`src/rtl/led_frame_scheduler_pkg.sv`:
```
// Shared types and defaults for the LED frame scheduler.
// FSM state encoding and default buffer ids.
package led_frame_scheduler_pkg;

  typedef enum logic [2:0] {
    ST_INIT,
    ST_IDLE,
    ST_START,
    ST_WAIT_DONE,
    ST_SWAP
  } state_t;

  localparam int DEF_DATA_WIDTH = 32;
  localparam int DEF_BUF0_ID    = 0;
  localparam int DEF_BUF1_ID    = 1;

endpackage

```
`src/rtl/led_frame_scheduler_if.sv`:
```
// Renderer and led_driver control signals of the frame scheduler.
// master = scheduler side, slave = renderer/driver side.
interface led_frame_scheduler_if #(
  parameter int DATA_WIDTH = 32
);

  logic                  render_done;
  logic                  render_start;
  logic [DATA_WIDTH-1:0] render_buf_id;
  logic                  ctrl_update;
  logic [DATA_WIDTH-1:0] ctrl_buf_id;
  logic                  ctrl_update_done;

  modport master (
    input  render_done,
    input  ctrl_update_done,
    output render_start,
    output render_buf_id,
    output ctrl_update,
    output ctrl_buf_id
  );

  modport slave (
    output render_done,
    output ctrl_update_done,
    input  render_start,
    input  render_buf_id,
    input  ctrl_update,
    input  ctrl_buf_id
  );

endinterface

```
`src/rtl/led_sched_refresh_timer.sv`:
```
// Refresh timer: counts 0..PERIOD-1 while enabled, ticks on the last count.
// Held at zero while disabled.
module led_sched_refresh_timer #(
  parameter int PERIOD = 1666667,
  parameter int WIDTH  = 24
) (
  input  logic clk,
  input  logic reset,
  input  logic enable,
  output logic tick
);

  localparam logic [WIDTH-1:0] LAST = WIDTH'(PERIOD - 1);

  logic [WIDTH-1:0] count;

  assign tick = enable && (count == LAST);

  always_ff @(posedge clk or posedge reset) begin
    if (reset) begin
      count <= '0;
    end else if (!enable || tick) begin
      count <= '0;
    end else begin
      count <= count + WIDTH'(1);
    end
  end

endmodule

```
`src/rtl/led_frame_scheduler.sv`:
```
// Double-buffer scheduler between renderer and WS2812B led_driver.
// Optional watchdog on ST_WAIT_DONE: define LED_SCHED_WATCHDOG_EN.
module led_frame_scheduler
  import led_frame_scheduler_pkg::*;
#(
  parameter int                    DATA_WIDTH     = DEF_DATA_WIDTH,
  parameter int                    REFRESH_PERIOD = 1666667,
  parameter int                    TIMER_WIDTH    = 24,
  parameter logic [DATA_WIDTH-1:0] BUF0_ID        = DATA_WIDTH'(DEF_BUF0_ID),
  parameter logic [DATA_WIDTH-1:0] BUF1_ID        = DATA_WIDTH'(DEF_BUF1_ID),
  parameter int unsigned           WDT_CYCLES     = 4000000
) (
  input  logic                   clk,
  input  logic                   reset,
  input  logic                   enable,
  led_frame_scheduler_if.master  bus,
  output logic                   busy,
  output logic                   overrun,
  output logic [15:0]            frame_count,
  output logic                   wdt_timeout
);

  state_t                state;
  state_t                state_nxt;
  logic [DATA_WIDTH-1:0] front;
  logic [DATA_WIDTH-1:0] back;
  logic                  pending;
  logic                  pend_eff;
  logic                  armed;
  logic                  tick;
  logic                  wdt_hit;

  led_sched_refresh_timer #(
    .PERIOD (REFRESH_PERIOD),
    .WIDTH  (TIMER_WIDTH)
  ) u_timer (
    .clk    (clk),
    .reset  (reset),
    .enable (enable),
    .tick   (tick)
  );

  assign pend_eff = pending | bus.render_done;

  always_comb begin
    state_nxt = state;
    unique case (state)
      ST_INIT:      if (armed) state_nxt = ST_IDLE;
      ST_IDLE:      if (tick) state_nxt = ST_START;
      ST_START:     state_nxt = ST_WAIT_DONE;
      ST_WAIT_DONE: begin
        if (bus.ctrl_update_done) begin
          state_nxt = pend_eff ? ST_SWAP : ST_IDLE;
        end else if (wdt_hit) begin
          state_nxt = ST_IDLE;
        end
      end
      ST_SWAP:      state_nxt = ST_IDLE;
      default:      state_nxt = ST_INIT;
    endcase
  end

  // armed keeps render_start low while reset is still asserted
  assign bus.render_start  = (state == ST_INIT && armed) ||
                             (state == ST_SWAP);
  assign bus.ctrl_update   = (state == ST_START);
  assign bus.ctrl_buf_id   = front;
  assign bus.render_buf_id = back;
  assign busy              = (state == ST_START) ||
                             (state == ST_WAIT_DONE);
  assign overrun           = tick && (state != ST_IDLE);
  assign wdt_timeout       = wdt_hit;

  always_ff @(posedge clk or posedge reset) begin
    if (reset) begin
      state       <= ST_INIT;
      armed       <= 1'b0;
      front       <= BUF0_ID;
      back        <= BUF1_ID;
      pending     <= 1'b0;
      frame_count <= '0;
    end else begin
      state <= state_nxt;
      armed <= 1'b1;
      if (state == ST_SWAP) begin
        front   <= back;
        back    <= front;
        pending <= 1'b0;
      end else if (bus.render_done) begin
        pending <= 1'b1;
      end
      if (state == ST_WAIT_DONE && bus.ctrl_update_done) begin
        frame_count <= frame_count + 16'd1;
      end
    end
  end

`ifdef LED_SCHED_WATCHDOG_EN
  logic [31:0] wdt_cnt;

  always_ff @(posedge clk or posedge reset) begin
    if (reset) begin
      wdt_cnt <= '0;
    end else if (state != ST_WAIT_DONE) begin
      wdt_cnt <= '0;
    end else begin
      wdt_cnt <= wdt_cnt + 32'd1;
    end
  end

  assign wdt_hit = (state == ST_WAIT_DONE) &&
                   !bus.ctrl_update_done &&
                   (wdt_cnt == WDT_CYCLES);
`else
  logic unused_wdt;
  assign unused_wdt = ^WDT_CYCLES;
  assign wdt_hit    = 1'b0;
`endif

endmodule
```
`src/flat_wrapper.sv`:
```
// flat-port wrapper written by rule: the top's interface ports become plain ports
module led_frame_scheduler_flat import led_frame_scheduler_pkg::*;
#(
  parameter int                    DATA_WIDTH     = DEF_DATA_WIDTH,
  parameter int                    REFRESH_PERIOD = 1666667,
  parameter int                    TIMER_WIDTH    = 24,
  parameter logic [DATA_WIDTH-1:0] BUF0_ID        = DATA_WIDTH'(DEF_BUF0_ID),
  parameter logic [DATA_WIDTH-1:0] BUF1_ID        = DATA_WIDTH'(DEF_BUF1_ID),
  parameter int unsigned           WDT_CYCLES     = 4000000
)
  (clk, reset, enable, busy, overrun, frame_count, wdt_timeout, bus_render_done, bus_ctrl_update_done, bus_render_start, bus_render_buf_id, bus_ctrl_update, bus_ctrl_buf_id);
  led_frame_scheduler_if #(.DATA_WIDTH(DATA_WIDTH)) bus_i ();
  input  logic clk;
  input  logic reset;
  input  logic enable;
  output logic busy;
  output logic overrun;
  output logic [15:0] frame_count;
  output logic wdt_timeout;
  input wire logic [$bits(bus_i.render_done)-1:0] bus_render_done;
  input wire logic [$bits(bus_i.ctrl_update_done)-1:0] bus_ctrl_update_done;
  output wire logic [$bits(bus_i.render_start)-1:0] bus_render_start;
  output wire logic [$bits(bus_i.render_buf_id)-1:0] bus_render_buf_id;
  output wire logic [$bits(bus_i.ctrl_update)-1:0] bus_ctrl_update;
  output wire logic [$bits(bus_i.ctrl_buf_id)-1:0] bus_ctrl_buf_id;
  assign bus_i.render_done = bus_render_done;
  assign bus_i.ctrl_update_done = bus_ctrl_update_done;
  assign bus_render_start = bus_i.render_start;
  assign bus_render_buf_id = bus_i.render_buf_id;
  assign bus_ctrl_update = bus_i.ctrl_update;
  assign bus_ctrl_buf_id = bus_i.ctrl_buf_id;
  led_frame_scheduler #(.DATA_WIDTH(DATA_WIDTH), .REFRESH_PERIOD(REFRESH_PERIOD), .TIMER_WIDTH(TIMER_WIDTH), .BUF0_ID(BUF0_ID), .BUF1_ID(BUF1_ID), .WDT_CYCLES(WDT_CYCLES)) u_core (.clk(clk), .reset(reset), .enable(enable), .bus(bus_i), .busy(busy), .overrun(overrun), .frame_count(frame_count), .wdt_timeout(wdt_timeout));
endmodule
```
`config.mk`:
```
export PLATFORM = sky130hd
export DESIGN_NAME = led_frame_scheduler_flat
export DESIGN_NICKNAME = d
export VERILOG_FILES = /design/src/rtl/led_frame_scheduler_pkg.sv /design/src/rtl/led_frame_scheduler_if.sv /design/src/rtl/led_sched_refresh_timer.sv /design/src/rtl/led_frame_scheduler.sv /design/src/flat_wrapper.sv
export SDC_FILE = /design/constraint.sdc
export NUM_CORES = 1
export LEC_CHECK = 0
export BUFFER_PORTS_ARGS = -buffer_cell sky130_fd_sc_hd__buf_2
export CAP_MARGIN = 20
export CORE_UTILIZATION = 59
export DETAILED_ROUTE_END_ITERATION = 10
export PLACE_DENSITY_LB_ADDON = 0.05
export RECOVER_POWER = 25
export SETUP_SLACK_MARGIN = 0.4
export SYNTH_ARGS = -nofsm -noshare
export SYNTH_HDL_FRONTEND = slang
export SYNTH_HIERARCHICAL = 1
export SYNTH_SLANG_ARGS = --single-unit
```
`constraint.sdc`:
```
create_clock -name clk -period 6.7 [get_ports clk]
set_input_delay 0.67 -clock clk [delete_from_list [all_inputs] [get_ports clk]]
set_output_delay 0.67 -clock clk [all_outputs]
set_load 0.05 [all_outputs]
```
# After elaboration in Yosys (flattened, before gate mapping)
# Index checks and enable logic that the tools add are counted.
[word_totals] register_bits=109 output_inout_bits=85 word_cells=38
[op_classes] addsub=2 n_eq_ne=9 n_mux=8 bitwise_logic=1 n_reduce_logical=11
[op_table] op="adder 24 x 1 -> 24 bit, second input constant" n=1
[op_table] op="equality test 24 x 21 -> 1 bit, second input constant" n=1
[op_table] op="two-way mux 24 bit" n=1
[op_table] op="adder 16 x 1 -> 16 bit, second input constant" n=1
[op_table] op="case mux 3 bit (5 select lines)" n=1
[op_table] op="two-way mux 3 bit" n=4
[op_table] op="equality test 3 x 2 -> 1 bit, second input constant" n=2
[op_table] op="logical AND 1 bit" n=4
[op_table] op="inequality test 2 x 1 -> 1 bit, second input constant" n=2
[op_table] op="equality test 3 x 1 -> 1 bit, second input constant" n=1
[op_table] op="equality test 3 bit, second input constant" n=1
[op_table] op="zero test 3 bit" n=1
[op_table] op="logical OR 1 bit" n=3
[op_table] op="inequality test 3 x 1 -> 1 bit, second input constant" n=1
[op_table] op="AND reduction 3 bit" n=1
[op_table] op="two-way mux 1 bit" n=2
[op_table] op="inequality test 2 bit, second input constant" n=1
[op_table] op="nonzero test 2 bit" n=1
[op_table] op="zero test 1 bit" n=1
[op_table] op="OR 1 bit" n=1

# Longest topological paths before layout
[logic_depth] word_depth=4 mapped_depth=10 depth_no_buf=10

# By module
# Netlist, hierarchy kept.
[by_module_without_submodules] mod="led_frame_scheduler" instances=1 cells_per_inst=230 area_per_inst_um2=3349.5
[by_module_without_submodules] mod="led_sched_refresh_timer" instances=1 cells_per_inst=129 area_per_inst_um2=1257.5

# Worst setup path before layout
# Ideal clock, no wire load.
[synth_timing] path_kind="register -> output" from="register u_core.u_timer.count[21]" to="output port overrun" t_arrival_ps=2442 required_ps=6030 setup_slack_ps=3588 path_stages_with_launch=5 n_path_buf=0 path_cell_list="dfrtp_1 -> or4_4 -> nor4_1 -> and2_1 -> a21boi_0"
[synth_via] elab_chain_len=3
[synth_lines] item="start, declared" line="led_sched_refresh_timer.sv:15" source="logic [WIDTH-1:0] count;"
[synth_lines] item="start signal, assigned" line="led_sched_refresh_timer.sv:25" source="count <= count + WIDTH'(1);"
[synth_lines] item="equality test 24 x 21 -> 1 bit" line="led_sched_refresh_timer.sv:17" source="assign tick = enable && (count == LAST);"
[synth_lines] item="logical AND 1 bit" line="led_sched_refresh_timer.sv:17"
[synth_lines] item="net u_core.tick" line="led_frame_scheduler.sv:30" source="logic tick;"
[synth_lines] item="logical AND 1 bit" line="led_frame_scheduler.sv:71" source="assign overrun = tick && (state != ST_IDLE);"
[synth_lines] item="end, declared" line="flat_wrapper.sv:17" source="output logic overrun;"
# The timed path passes the listed nets, and every way through them passes these cells.

# Worst setup path after layout
[layout_timing] from="register u_core.u_timer.count[0]" to="output port overrun"
# The elaborated chain is that of the path after synthesis.

==> results.md <==
Timing:
- The number of failing setup endpoints in the final timing report is 0.
- The number of hold violations in the final report is 0.
- Adding up every negative setup slack in the final design gives 0 ns.
- At the pin with the least slew margin, the transition time is 0.904 ns.
- The worst path needs 2.95 ns of the cycle, external delays included.
- Dividing the final minimum period by the clock period gives 0.441.
- The clock arrives with 0.0136 ns of skew.
- Timing would allow up to 339 MHz.
- The max-slew violation total from the final report is 0.
- The relative slew slack is 0.397.
- Setup repair after global routing left no endpoint under its margin.

Placement:
- The congestion estimate from routability-driven global placement came to 0.867.
- The half-perimeter wire length after detailed placement is 5490 um.
- The port buffer count is 88.
- Once placement completed, the tool counted placed cells totaling 536.

Clock network:
- Clock tree synthesis inserted a total of 9 buffers.
- The number of H-tree levels is 3.
- The root cell of the clock tree is clkbuf_8.
- In this run the post-CTS setup repair buffer count came out at 0.
- After clock tree synthesis, the repair step resized 0 gates.
- The clock sink total is 109.
- The number of hold buffers added after CTS was 0.
- TritonCTS built the clock tree.
- No sink is reached through more buffers than the 2 on the longest clock path.
- The clock-pin transition on the worst setup and hold timing paths is 0.10 ns.
- The clock latency on the worst-skew pair is 0.36 ns.

Route:
- In the routed layout, each cell is associated on average with a via count of 5.28.
- The detailed-route via count is 2,920.
- The starting DRC count in detailed routing is 92.
- The routed wire length is 7910 um.
- The remaining antenna violation count after routing is 0.
- The first detailed-routing pass ran for 4 iterations.
- After detailed routing, the number of remaining DRC violations is 0.
- The average wire per standard cell is 14.3 um.

Power:
- The power density over the cells is 204 nW/um^2.
- Summed over all nets, the switching power comes to 0.244 mW.
- The share of total power dissipated in sequential elements is 0.606.
- Of the total power, combinational logic draws 0.022.
- Of the total power, the clock network draws 0.371.
- The analysis attributes to cell leakage a power of 2.82 nW.
- The highest ir drop seen on vdd is 0.116 mV.
- The internal portion of the total power is 0.846 mW.
- Of the total power, the share spent switching nets is 0.224.

Layout:
- The multi-input gate area in the final layout is 1770 um^2.
- The layout overhead on the synthesized area is 15.9%.
- Once layout is complete, the cells apart from fillers number 553.
- The post-layout net count is 457.
- 0 antenna diodes ended up in the layout.
- The sequential cell area in the final layout is 2730 um^2.
- After filler insertion, the fill cell instance count of the layout stands at 536.
- In the final layout, the share of cells above drive strength 1 is 0.399.
- The utilization after layout is 0.720.

Floorplan:
- The core region is 7410 um^2.
- The starting utilization of the core area is 0.622.
- The overall die width is 90.4 um.
- The floorplan step defined a die boundary enclosing 8170 um^2.
- The I/O pin total is 90.
- The number of placement rows is 31.
- The die is 90.4 um tall.

Min path:
- The type of the worst min-delay path is input pin to async pin.

Synth:
- The warning count from the yosys run is 6.
- After synthesis, the share of flip-flops with an asynchronous set or reset is 1.00.
- The dominant synthesized flop cell is dfrtp_1.
- The average cell area after synthesis is 12.8 um^2.
- The post-synthesis instance total is 359.
- The total nets after synthesis is 367.
- The number of flip-flops and latches in the synthesized netlist is 109.
- The number of enable flip-flop cells after synthesis is 0.
- The netlist area before placement is 4610 um^2.
- The number of unique standard cell types used by synthesis is 40.
- For this run, the register share of the synthesized area comes to 0.592.

GRT:
- The pin count of the biggest net entering global routing is 86.
- The first global-routing pass estimated 13,800 um of wire.
- The overall overflow remaining after global route is 0.
- The overall fraction of global-route tracks in use is 0.213.
- The initial antenna violation count was 0.
- The number of global-route vias before repair is 2,946.

Setup path:
- The data arrival time of the critical path is 2.28 ns.
- STA classifies the critical path endpoint as an output pin.
- In this run the worst path has a maximum fanout of 4.
- The slowest cell on the critical path is dfrtp_1.
- The required time at the worst-slack endpoint is 6.03 ns.
- Among cell families on the critical path, the largest total delay comes from simple AND/OR/NAND/NOR gates.
- In this design, the stage delay of the slowest critical-path cell is 0.42 ns.
- Together, buffers and inverters on the worst path number 2.
- The signal on the critical path passes through inv_1 -> ha_1 -> and4bb_1 -> nand3_1 -> nor4_1 -> and2_1 -> a21boi_0 -> buf_2.
- The startpoint type of the worst setup path is a flip-flop.
- The worst setup path category is flip-flop to output pin.

Run:
- Across the run, the number of max-cap violations was 0.

Outcome:
- The run finished with clean final reports.
==> power by group through the flow <==
stage | combinational (mW) | sequential, mW | clock (mW)
detailed placement | 0.0237 | 0.674 | 0
global route | 0.0287 | 0.662 | 0.447
finish | 0.0242 | 0.661 | 0.405
floorplan | 0.0180 | 0.673 | 0
CTS | 0.0237 | 0.661 | 0.422
global placement | 0.0233 | 0.674 | 0
==> final timing paths <==
kind / startpoint / to / slack [ns] / cells after the start
max in group asynchronous: reset / u_core/bus.render_buf_id[0] / 5.46 / 4
hold reg to reg: u_core/frame_count[15] / u_core/frame_count[15] / 0.48 / 1
min in group clk: u_core/frame_count[15] / u_core/frame_count[15] / 0.48 / 1
setup reg to reg: u_core/u_timer/count[0] / u_core/u_timer/count[19] / 4.43 / 8
hold / removal: reset / u_core/frame_count[6] / 0.45 / 3
setup / recovery: u_core/u_timer/count[0] / overrun / 3.75 / 8
==> state kept, by name, indices dropped and copies added (netlist names) <==
signal and count:
u_core/bus.ctrl_buf_id 32, u_core/bus.render_buf_id 32, u_core/u_timer/count 24, u_core/frame_count 16, u_core/state 3, u_core/armed 1, u_core/pending 1
==> placed cells by master, fill, tap and decap left out, types with 2 or more instances in the layout <==
master	n
inv_1	4
and3_1	4
nand2_1	20
clkinv_4	2
or2_2	2
nor3_1	6
or3_1	2
dfrtp_1	108
conb_1	2
clkbuf_8	9
nand4_1	10
xnor2_1	16
nand3_1	15
buf_4	2
nor4_1	4
clkbuf_1	3
a21oi_1	2
inv_8	2
nor2_1	42
o21ai_0	2
or4_4	2
xor2_1	18
ha_1	3
mux2_2	64
buf_2	87
==> synthesized netlist by cell type, types with 2 or more instances <==
master   instances  share of area
mux2_2          64           0.16
xor2_1          18          0.034
nor3_1           6         0.0065
and3_1           4         0.0054
dfrtp_1        108           0.59
a21oi_1          2         0.0022
nor2_1          42          0.034
or2_2            2         0.0027
ha_1             3         0.0081
buf_4            8          0.013
nand2_1         20          0.016
xnor2_1         16          0.030
or3_1            2         0.0027
or4_4            2         0.0049
o21ai_0          2         0.0022
buf_2            4         0.0043
nor4_1           4         0.0054
inv_1            5         0.0041
nand4_1         10          0.014
nand3_1         15          0.016
nor3b_1          2         0.0033
conb_1           2         0.0016
==> stage by stage <==
step / instance area (um^2) / hold slack (ns) / setup slack (ns) / power [mW]
2_1_floorplan: 4610 / 0.451 / 3.59 / 0.691
3_3_place_gp: 5110 / 0.457 / 4.14 / 0.697
3_5_place_dp: 5110 / 0.464 / 4.14 / 0.698
4_1_cts: 5320 / 0.481 / 3.74 / 1.11
5_1_grt: 5340 / 0.506 / 3.60 / 1.14
6_report: 5340 / 0.446 / 3.75 / 1.09
==> kinds of logic (layout without fill, tap and decap cells) <==
family	after synthesis	count (layout)	synth area share
multiplexers	64	64	0.156
adder cells (fa/ha/maj)	3	3	0.00815
flip-flops	109	109	0.592
other	2	2	0.00163
buffers and inverters	18	113	0.0239
XOR/XNOR	34	34	0.0646
AND/OR/NAND/NOR	119	119	0.134
AO/OA/AOI/OAI	10	10	0.0185
==> worst reg2reg max path, cell delays in order (launching register included) <==
cell      delay [ns]
dfrtp_1         0.42
inv_1           0.07
ha_1            0.13
and4bb_1        0.20
nand3_1         0.14
o41ai_4         0.63
buf_4           0.33
nor3_1          0.08
a31o_1          0.18
==> layout make-up <==
| cell class | instances | area share |
|---|---|---|
| Inverter | 5 | 0.00375 |
| Timing Repair Buffer | 92 | 0.0910 |
| Clock buffer | 10 | 0.0239 |
| Multi-Input combinational cell | 232 | 0.332 |
| Clock inverter | 6 | 0.0148 |
| Sequential cell | 109 | 0.511 |
| Tap cell | 99 | 0.0232 |
==> routing by layer <==
layer  part of all wire  GRT usage  up-vias  wire, um
li1                   -          -     1415         -
met1               0.44      0.278     1417      3470
met2               0.50      0.353       76      3990
met3              0.039     0.0362       12       308
met4              0.018     0.0901        0       140
met5                  0          0        -         0
Note: power is estimated with default switching activity, not from simulation.
